`config.mk`:
```
export PLATFORM = sky130hd
export DESIGN_NAME = branch_predictor
export DESIGN_NICKNAME = d
export VERILOG_FILES = /design/src/rtl/branch_predictor.sv
export SDC_FILE = /design/constraint.sdc
export NUM_CORES = 2
export LEC_CHECK = 0
export CAP_MARGIN = 30
export CORE_ASPECT_RATIO = 0.5
export CORE_MARGIN = 1
export CORE_UTILIZATION = 60
export DETAILED_ROUTE_END_ITERATION = 7
export DONT_BUFFER_PORTS = 1
export GPL_ROUTABILITY_DRIVEN = 0
export PLACE_DENSITY_LB_ADDON = 0.25
export SLEW_MARGIN = 20
export SYNTH_ARGS = -nofsm -noshare
export SYNTH_HDL_FRONTEND = slang
export SYNTH_SLANG_ARGS = --single-unit
```
`constraint.sdc`:
```
create_clock -name clk -period 6.3 [get_ports clk]
set_input_delay 1.26 -clock clk [delete_from_list [all_inputs] [get_ports clk]]
set_output_delay 1.26 -clock clk [all_outputs]
set_load 0.01 [all_outputs]
```
`src/rtl/branch_predictor.sv`:
```
// Dynamic branch predictor: direct-mapped table of {valid, tag, target, ctr}.
// Fetch looks up pc_f combinationally (no bypass of same-cycle updates);
// execute writes resolved outcomes back at posedge clk.
// Ports:
//   clk, rst               clock, synchronous active-high reset
//   pc_f, lookup_valid_f   fetch lookup request
//   pred_hit_f/_taken_f/_target_f   combinational prediction
//   update_*_e             resolved branch/jump from execute
//   lookup_count, mispredict_count  saturating performance counters
module branch_predictor #(
  parameter int unsigned XLEN   = 32,
  parameter int unsigned IDX_W  = 4,
  parameter int unsigned TAG_W  = 8,
  parameter int unsigned CTR_W  = 2,
  parameter int unsigned PERF_W = 16
) (
  input  logic              clk,
  input  logic              rst,
  input  logic [XLEN-1:0]   pc_f,
  input  logic              lookup_valid_f,
  output logic              pred_hit_f,
  output logic              pred_taken_f,
  output logic [XLEN-1:0]   pred_target_f,
  input  logic              update_valid_e,
  input  logic [XLEN-1:0]   update_pc_e,
  input  logic              update_taken_e,
  input  logic              update_jump_e,
  input  logic [XLEN-1:0]   update_target_e,
  input  logic              update_pred_taken_e,
  output logic [PERF_W-1:0] lookup_count,
  output logic [PERF_W-1:0] mispredict_count
);

  localparam int unsigned ENTRIES = 2 ** IDX_W;
  localparam int unsigned TAG_LO  = IDX_W + 2;
  localparam int unsigned TAG_HI  = IDX_W + 1 + TAG_W;

  localparam logic [CTR_W-1:0]  CTR_MAX  = '1;
  localparam logic [CTR_W-1:0]  CTR_WT   = CTR_W'(1) << (CTR_W - 1);
  localparam logic [CTR_W-1:0]  CTR_WNT  = CTR_WT - CTR_W'(1);
  localparam logic [PERF_W-1:0] PERF_MAX = '1;

  // Table storage
  logic              valid_q  [ENTRIES];
  logic [TAG_W-1:0]  tag_q    [ENTRIES];
  logic [XLEN-1:0]   target_q [ENTRIES];
  logic [CTR_W-1:0]  ctr_q    [ENTRIES];

  logic [PERF_W-1:0] lk_cnt_q, lk_cnt_d;
  logic [PERF_W-1:0] mp_cnt_q, mp_cnt_d;

  logic [IDX_W-1:0]  lk_idx, up_idx;
  logic [TAG_W-1:0]  lk_tag, up_tag;
  logic              up_hit;

  logic              wr_en;
  logic              wr_valid;
  logic [TAG_W-1:0]  wr_tag;
  logic [XLEN-1:0]   wr_target;
  logic [CTR_W-1:0]  wr_ctr;

  assign lk_idx = pc_f[IDX_W+1:2];
  assign lk_tag = pc_f[TAG_HI:TAG_LO];
  assign up_idx = update_pc_e[IDX_W+1:2];
  assign up_tag = update_pc_e[TAG_HI:TAG_LO];

  // Lookup: pre-update contents, forced quiet while reset is asserted
  always_comb begin
    pred_hit_f    = !rst && valid_q[lk_idx] && (tag_q[lk_idx] == lk_tag);
    pred_taken_f  = pred_hit_f && ctr_q[lk_idx][CTR_W-1];
    pred_target_f = pred_hit_f ? target_q[lk_idx] : '0;
  end

  assign up_hit = valid_q[up_idx] && (tag_q[up_idx] == up_tag);

  // Next contents of the single entry touched by an update
  always_comb begin
    wr_en     = 1'b0;
    wr_valid  = valid_q[up_idx];
    wr_tag    = tag_q[up_idx];
    wr_target = target_q[up_idx];
    wr_ctr    = ctr_q[up_idx];
    if (update_valid_e) begin
      if (up_hit) begin
        wr_en = 1'b1;
        if (update_jump_e) begin
          wr_ctr    = CTR_MAX;
          wr_target = update_target_e;
        end else if (update_taken_e) begin
          wr_ctr    = (ctr_q[up_idx] == CTR_MAX) ? CTR_MAX : ctr_q[up_idx] + CTR_W'(1);
          wr_target = update_target_e;
        end else begin
          wr_ctr    = (ctr_q[up_idx] == '0) ? '0 : ctr_q[up_idx] - CTR_W'(1);
        end
      end else if (update_taken_e) begin
        wr_en     = 1'b1;
        wr_valid  = 1'b1;
        wr_tag    = up_tag;
        wr_target = update_target_e;
        wr_ctr    = update_jump_e ? CTR_MAX : CTR_WT;
      end
    end
  end

  // Saturating performance counters
  always_comb begin
    lk_cnt_d = lk_cnt_q;
    mp_cnt_d = mp_cnt_q;
    if (lookup_valid_f && (lk_cnt_q != PERF_MAX))
      lk_cnt_d = lk_cnt_q + PERF_W'(1);
    if (update_valid_e && (update_pred_taken_e != update_taken_e) && (mp_cnt_q != PERF_MAX))
      mp_cnt_d = mp_cnt_q + PERF_W'(1);
  end

  always_ff @(posedge clk) begin
    if (rst) begin
      valid_q  <= '{default: 1'b0};
      tag_q    <= '{default: '0};
      target_q <= '{default: '0};
      ctr_q    <= '{default: CTR_WNT};
      lk_cnt_q <= '0;
      mp_cnt_q <= '0;
    end else begin
      if (wr_en) begin
        valid_q[up_idx]  <= wr_valid;
        tag_q[up_idx]    <= wr_tag;
        target_q[up_idx] <= wr_target;
        ctr_q[up_idx]    <= wr_ctr;
      end
      lk_cnt_q <= lk_cnt_d;
      mp_cnt_q <= mp_cnt_d;
    end
  end

  assign lookup_count     = lk_cnt_q;
  assign mispredict_count = mp_cnt_q;

  // PC bits that take no part in index or tag
  logic unused_pc_bits;
  generate
    if (TAG_HI + 1 < XLEN) begin : g_hi_unused
      assign unused_pc_bits = ^{pc_f[1:0], update_pc_e[1:0],
                                pc_f[XLEN-1:TAG_HI+1], update_pc_e[XLEN-1:TAG_HI+1]};
    end else begin : g_no_hi
      assign unused_pc_bits = ^{pc_f[1:0], update_pc_e[1:0]};
    end
  endgenerate

endmodule

```
==> metrics.txt <==
# TYPE chip_impl_metric gauge
chip_impl_info{name="status",value="finished, final reports clean"} 1
chip_impl_metric{name="power.density_cell_area",unit="nW/um^2"} 227.7
chip_impl_metric{name="diodes",unit=""} 0
chip_impl_metric{name="hold-worst-slack",unit="ns"} 0.4856
chip_impl_metric{name="port_buffers",unit=""} 0
chip_impl_metric{name="clock_period_minus_worst_slack",unit="ns"} 5.030
chip_impl_metric{name="first_global_vias",unit=""} 31400
chip_impl_metric{name="worst_reg_to_reg_cells",unit=""} 10
chip_impl_metric{name="slew_headroom",unit="%"} 22.75
chip_impl_metric{name="synthesis.nets",unit=""} 3638
chip_impl_metric{name="fill_cells",unit=""} 4937
chip_impl_metric{name="worst_hold_path_stage_count",unit=""} 2
chip_impl_info{name="ys.flop_type",value="sky130_fd_sc_hd__dfxtp_1"} 1
chip_impl_metric{name="routed_wl_met2",unit="mm"} 57.26
chip_impl_info{name="topRoutingLayerUsed",value="met4"} 1
chip_impl_metric{name="clockBufferDepth",unit=""} 3
chip_impl_metric{name="crit_path_max_fanout",unit=""} 168
chip_impl_metric{name="synth-seq-area-share",unit="%"} 36.06
chip_impl_metric{name="cts_made_buffers",unit=""} 67
chip_impl_metric{name="dr.first_iter.drc_count",unit=""} 5147
chip_impl_metric{name="critPathBufInv",unit=""} 1
chip_impl_info{name="hold_end",value="ctr_q[13]$_SDFFE_PP0P_"} 1
chip_impl_metric{name="fin_total_pwr",unit="uW"} 9633
chip_impl_metric{name="postRouteWirelength",unit="mm"} 132.1
chip_impl_metric{name="post_cts_buffers",unit=""} 0
chip_impl_info{name="crit-reg2reg-launch",value="tag_q[0]$_SDFFE_PP0P_"} 1
chip_impl_info{name="timing.hold.worst.start",value="ctr_q[13]$_SDFFE_PP0P_"} 1
chip_impl_metric{name="yosys_register_bits",unit=""} 720
chip_impl_metric{name="avgViaCountPerCell",unit=""} 7.748
chip_impl_metric{name="detailedPlacementHpwl",unit="mm"} 65.89
chip_impl_info{name="cpMostUsedCell",value="sky130_fd_sc_hd__mux4_2"} 1
chip_impl_metric{name="tritoncts_num_sinks",unit=""} 720
chip_impl_metric{name="final_cell_area",unit="um^2"} 42310
chip_impl_metric{name="final_layout_size_suffix_gt1_share",unit="%"} 31.49
chip_impl_metric{name="drt_first_pass_iters",unit=""} 6
chip_impl_metric{name="num_vias",unit=""} 32200
chip_impl_metric{name="postSynthCellCount",unit=""} 3533
chip_impl_metric{name="critPathRequiredTime",unit="ns"} 5.04
chip_impl_info{name="grt_setup_unrepaired",value="false"} 1
chip_impl_metric{name="grt_first_pass_wirelength",unit="mm"} 197.5
chip_impl_metric{name="max_cap_viol_count",unit=""} 0
chip_impl_metric{name="area_growth_syn_to_layout",unit="%"} 5.864
chip_impl_metric{name="placed_area",unit="um^2"} 39950
chip_impl_metric{name="std_cell_rows",unit=""} 66
chip_impl_metric{name="grt.overflow.total",unit=""} 0
chip_impl_info{name="worstSetupEndpointType",value="output port"} 1
chip_impl_metric{name="r2r_slack",unit="ns"} 2.17
chip_impl_info{name="cts.root.buffer_cell",value="sky130_fd_sc_hd__clkbuf_16"} 1
chip_impl_metric{name="synth_async_sr_flop_share",unit="%"} 0
chip_impl_metric{name="final_min_period_over_clock_period",unit="%"} 79.84
chip_impl_metric{name="number_of_enable_flip_flop_cells_after_synthesis",unit=""} 0
chip_impl_metric{name="initial_utilization",unit="%"} 61.11
chip_impl_metric{name="drc",unit=""} 0
chip_impl_info{name="tritoncts",value="yes"} 1
chip_impl_metric{name="slew_viol_final",unit=""} 0
chip_impl_info{name="crit-reg2reg-capture",value="tag_q[54]$_SDFFE_PP0P_"} 1
chip_impl_metric{name="synthesis.area",unit="um^2"} 39970
chip_impl_metric{name="cts_resized",unit=""} 0
chip_impl_metric{name="floorplan.die_area",unit="um^2"} 67710
chip_impl_info{name="timing.critical_path.max_delay_family",value="multiplexers"} 1
chip_impl_metric{name="floorplan.die.width",unit="um"} 367
chip_impl_info{name="slowest_stage",value="sky130_fd_sc_hd__mux4_2"} 1
chip_impl_metric{name="syn_avg_cell_area",unit="um^2"} 11.31
chip_impl_metric{name="met1Wirelength",unit="mm"} 50.77
chip_impl_metric{name="holdBufCountCts",unit=""} 0
chip_impl_metric{name="worstMarginPinSlew",unit="ns"} 1.159
chip_impl_metric{name="ir_drop",unit="mV"} 0.2011
chip_impl_metric{name="setup_viol",unit=""} 0
chip_impl_info{name="hold_wc_path_type",value="reg2reg"} 1
chip_impl_info{name="critical_path.cell_chain",value="mux4_2, mux4_2, xor2_1, nor4_1, nand3_2, buf_4, nor2b_1"} 1
chip_impl_metric{name="dieHeight",unit="um"} 184.5
chip_impl_metric{name="core_area",unit="um^2"} 65400
chip_impl_metric{name="route.met3.wl",unit="mm"} 17.67
chip_impl_metric{name="yosys.cell_types.count",unit=""} 60
chip_impl_info{name="critPathLaunchType",value="input pin"} 1
chip_impl_metric{name="final-hold-violation-count",unit=""} 0
chip_impl_metric{name="finClkSkew",unit="ns"} 0.03397
chip_impl_metric{name="final_antenna_net_count",unit=""} 0
chip_impl_info{name="crit_type",value="in2out"} 1
chip_impl_metric{name="crit_path_max_incr_delay",unit="ns"} 0.57
chip_impl_metric{name="tns",unit="ns"} 0
chip_impl_metric{name="fmax",unit="GHz"} 0.1988
chip_impl_metric{name="ys_warnings",unit=""} 0
chip_impl_metric{name="routed_wire_length_per_instance",unit="um"} 31.79
chip_impl_metric{name="antenna_found_initial",unit=""} 1
chip_impl_metric{name="worst_setup_hold_path_clk_slew",unit="ns"} 0.07
chip_impl_metric{name="worstPathArrival",unit="ns"} 3.77
chip_impl_metric{name="gr-usage-all-layers",unit="%"} 38.44
chip_impl_metric{name="boundaryPins",unit=""} 169
chip_impl_metric{name="worst_skew_pair.late_latency",unit="ns"} 0.64
chip_impl_metric{name="leakage",unit="uW"} 0.01260
chip_impl_metric{name="layout.nets",unit=""} 3323
chip_impl_metric{name="cts-htree-levels",unit=""} 3
chip_impl_metric{name="maximum_number_of_pins_on_one_net_before_global_route_repair",unit=""} 675
==> placed cells by master, fill, tap and decap left out, types with 29 or more instances in the layout <==
cell type / instances
sky130_fd_sc_hd__dfxtp_1: 720
sky130_fd_sc_hd__nor2_1: 67
sky130_fd_sc_hd__mux2i_1: 50
sky130_fd_sc_hd__o211ai_1: 32
sky130_fd_sc_hd__a21oi_1: 718
sky130_fd_sc_hd__a211oi_1: 332
sky130_fd_sc_hd__a21o_1: 34
sky130_fd_sc_hd__nor2b_1: 38
sky130_fd_sc_hd__a311oi_4: 29
sky130_fd_sc_hd__nand2_1: 35
sky130_fd_sc_hd__mux2_2: 32
sky130_fd_sc_hd__mux4_2: 385
sky130_fd_sc_hd__a211oi_2: 331
sky130_fd_sc_hd__buf_4: 54
sky130_fd_sc_hd__o21ai_0: 48
sky130_fd_sc_hd__clkbuf_16: 69
==> worst max-delay path by stage <==
stage / startpoint / end / slack, ns / depth (start not counted)
finish: pc_f[2] / pred_target_f[15] / 1.27 / 7
global route: pc_f[2] / pred_target_f[16] / 1.23 / 7
CTS: pc_f[2] / pred_target_f[15] / 1.31 / 7
detailed placement: update_pc_e[2] / tag_q[51]$_SDFFE_PP0P_ / 1.25 / 10
global placement: update_pc_e[2] / tag_q[51]$_SDFFE_PP0P_ / 1.31 / 10
floorplan: pc_f[2] / pred_target_f[10] / 0.89 / 9
==> cells in the mapped netlist, types with 2 or more instances <==
library cell               instances  area share, %
sky130_fd_sc_hd__a211oi_1        332            6.2
sky130_fd_sc_hd__buf_2           125            1.6
sky130_fd_sc_hd__buf_8             2          0.075
sky130_fd_sc_hd__or2_2             3          0.047
sky130_fd_sc_hd__o21ai_0          48           0.60
sky130_fd_sc_hd__a311oi_2          2          0.075
sky130_fd_sc_hd__xnor2_1           9           0.20
sky130_fd_sc_hd__o211ai_1         32           0.60
sky130_fd_sc_hd__buf_6            33           0.93
sky130_fd_sc_hd__xor2_1           27           0.59
sky130_fd_sc_hd__nand4_1           6          0.094
sky130_fd_sc_hd__a21o_1           35           0.66
sky130_fd_sc_hd__a22oi_1           6           0.11
sky130_fd_sc_hd__a311oi_4         29            1.9
sky130_fd_sc_hd__nand2_1          35           0.33
sky130_fd_sc_hd__nor3_1            8           0.10
sky130_fd_sc_hd__or3_1             7           0.11
sky130_fd_sc_hd__mux4_2          385             22
sky130_fd_sc_hd__nand2b_1          3          0.047
sky130_fd_sc_hd__buf_4             7           0.13
sky130_fd_sc_hd__a22oi_2           2          0.063
sky130_fd_sc_hd__a21oi_1         719            9.0
sky130_fd_sc_hd__nor4_1            3          0.047
sky130_fd_sc_hd__mux2i_1          54            1.4
sky130_fd_sc_hd__and4_1            3          0.066
sky130_fd_sc_hd__and2_1            4          0.063
sky130_fd_sc_hd__nand3_1          29           0.36
sky130_fd_sc_hd__o21a_1           17           0.32
sky130_fd_sc_hd__nand3b_1          2          0.038
sky130_fd_sc_hd__inv_1            28           0.26
sky130_fd_sc_hd__clkbuf_1        270            2.5
sky130_fd_sc_hd__buf_1            29           0.27
sky130_fd_sc_hd__mux2_2           32           0.90
sky130_fd_sc_hd__o31ai_1           2          0.038
sky130_fd_sc_hd__a211oi_2        331             10
sky130_fd_sc_hd__ha_1              2          0.063
sky130_fd_sc_hd__nor2b_1          38           0.59
sky130_fd_sc_hd__dfxtp_1         720             36
sky130_fd_sc_hd__nor2_1           93           0.87
==> report_power, final <==
group	switching, uW	internal [uW]
Clock	1920	2300
Sequential	44.4	4610
Combinational	457	305
==> cells by family (layout without fill, tap and decap cells) <==
| family | Yosys count | in the layout | synth area share, % |
|---|---|---|---|
| AND/OR/NAND/NOR | 247 | 247 | 3.181 |
| buffers and inverters | 496 | 234 | 5.835 |
| AO/OA/AOI/OAI | 1561 | 1561 | 30.12 |
| adder cells (fa/ha/maj) | 2 | 2 | 0.06260 |
| flip-flops | 720 | 720 | 36.06 |
| multiplexers | 471 | 471 | 23.95 |
| XOR/XNOR | 36 | 36 | 0.7889 |
==> routing by layer <==
layer / global-route usage, % / up-vias
met5: 0 / -
met4: 17.37 / 0
met3: 9.606 / 436
met2: 57.09 / 2306
met1: 53.21 / 16090
li1: - / 13370
==> stage by stage <==
stage	setup WS, ns	util (%)	instances
6_report	1.270	64.69	4155
5_1_grt	1.228	64.69	4155
4_1_cts	1.312	64.46	4146
3_5_place_dp	1.251	61.08	4024
3_3_place_gp	1.309	60.87	4014
2_1_floorplan	0.8893	-	3533
==> registers in the layout, summed over array words and instances, names as in the netlist <==
register          flops
target_q            512
ctr_q                32
mispredict_count     16
valid_q              16
tag_q               128
lookup_count         16
==> tightest hold or removal path: stages (launching register included) <==
cell and delay, ns:
sky130_fd_sc_hd__dfxtp_1 0.32, sky130_fd_sc_hd__nand2_1 0.06, sky130_fd_sc_hd__mux2i_1 0.06
==> cell type report <==
class	instances	area, um^2	share of cell area [%]
flip-flops and latches	720	14410	34.07
repair buffers	84	974.7	2.304
clock inverters	31	280.3	0.6624
inverters	28	105.1	0.2484
well taps	884	1106	2.614
clock buffers	91	1929	4.560
multi-input cells	2317	23500	55.54
Power figures use the tool's default switching activity.
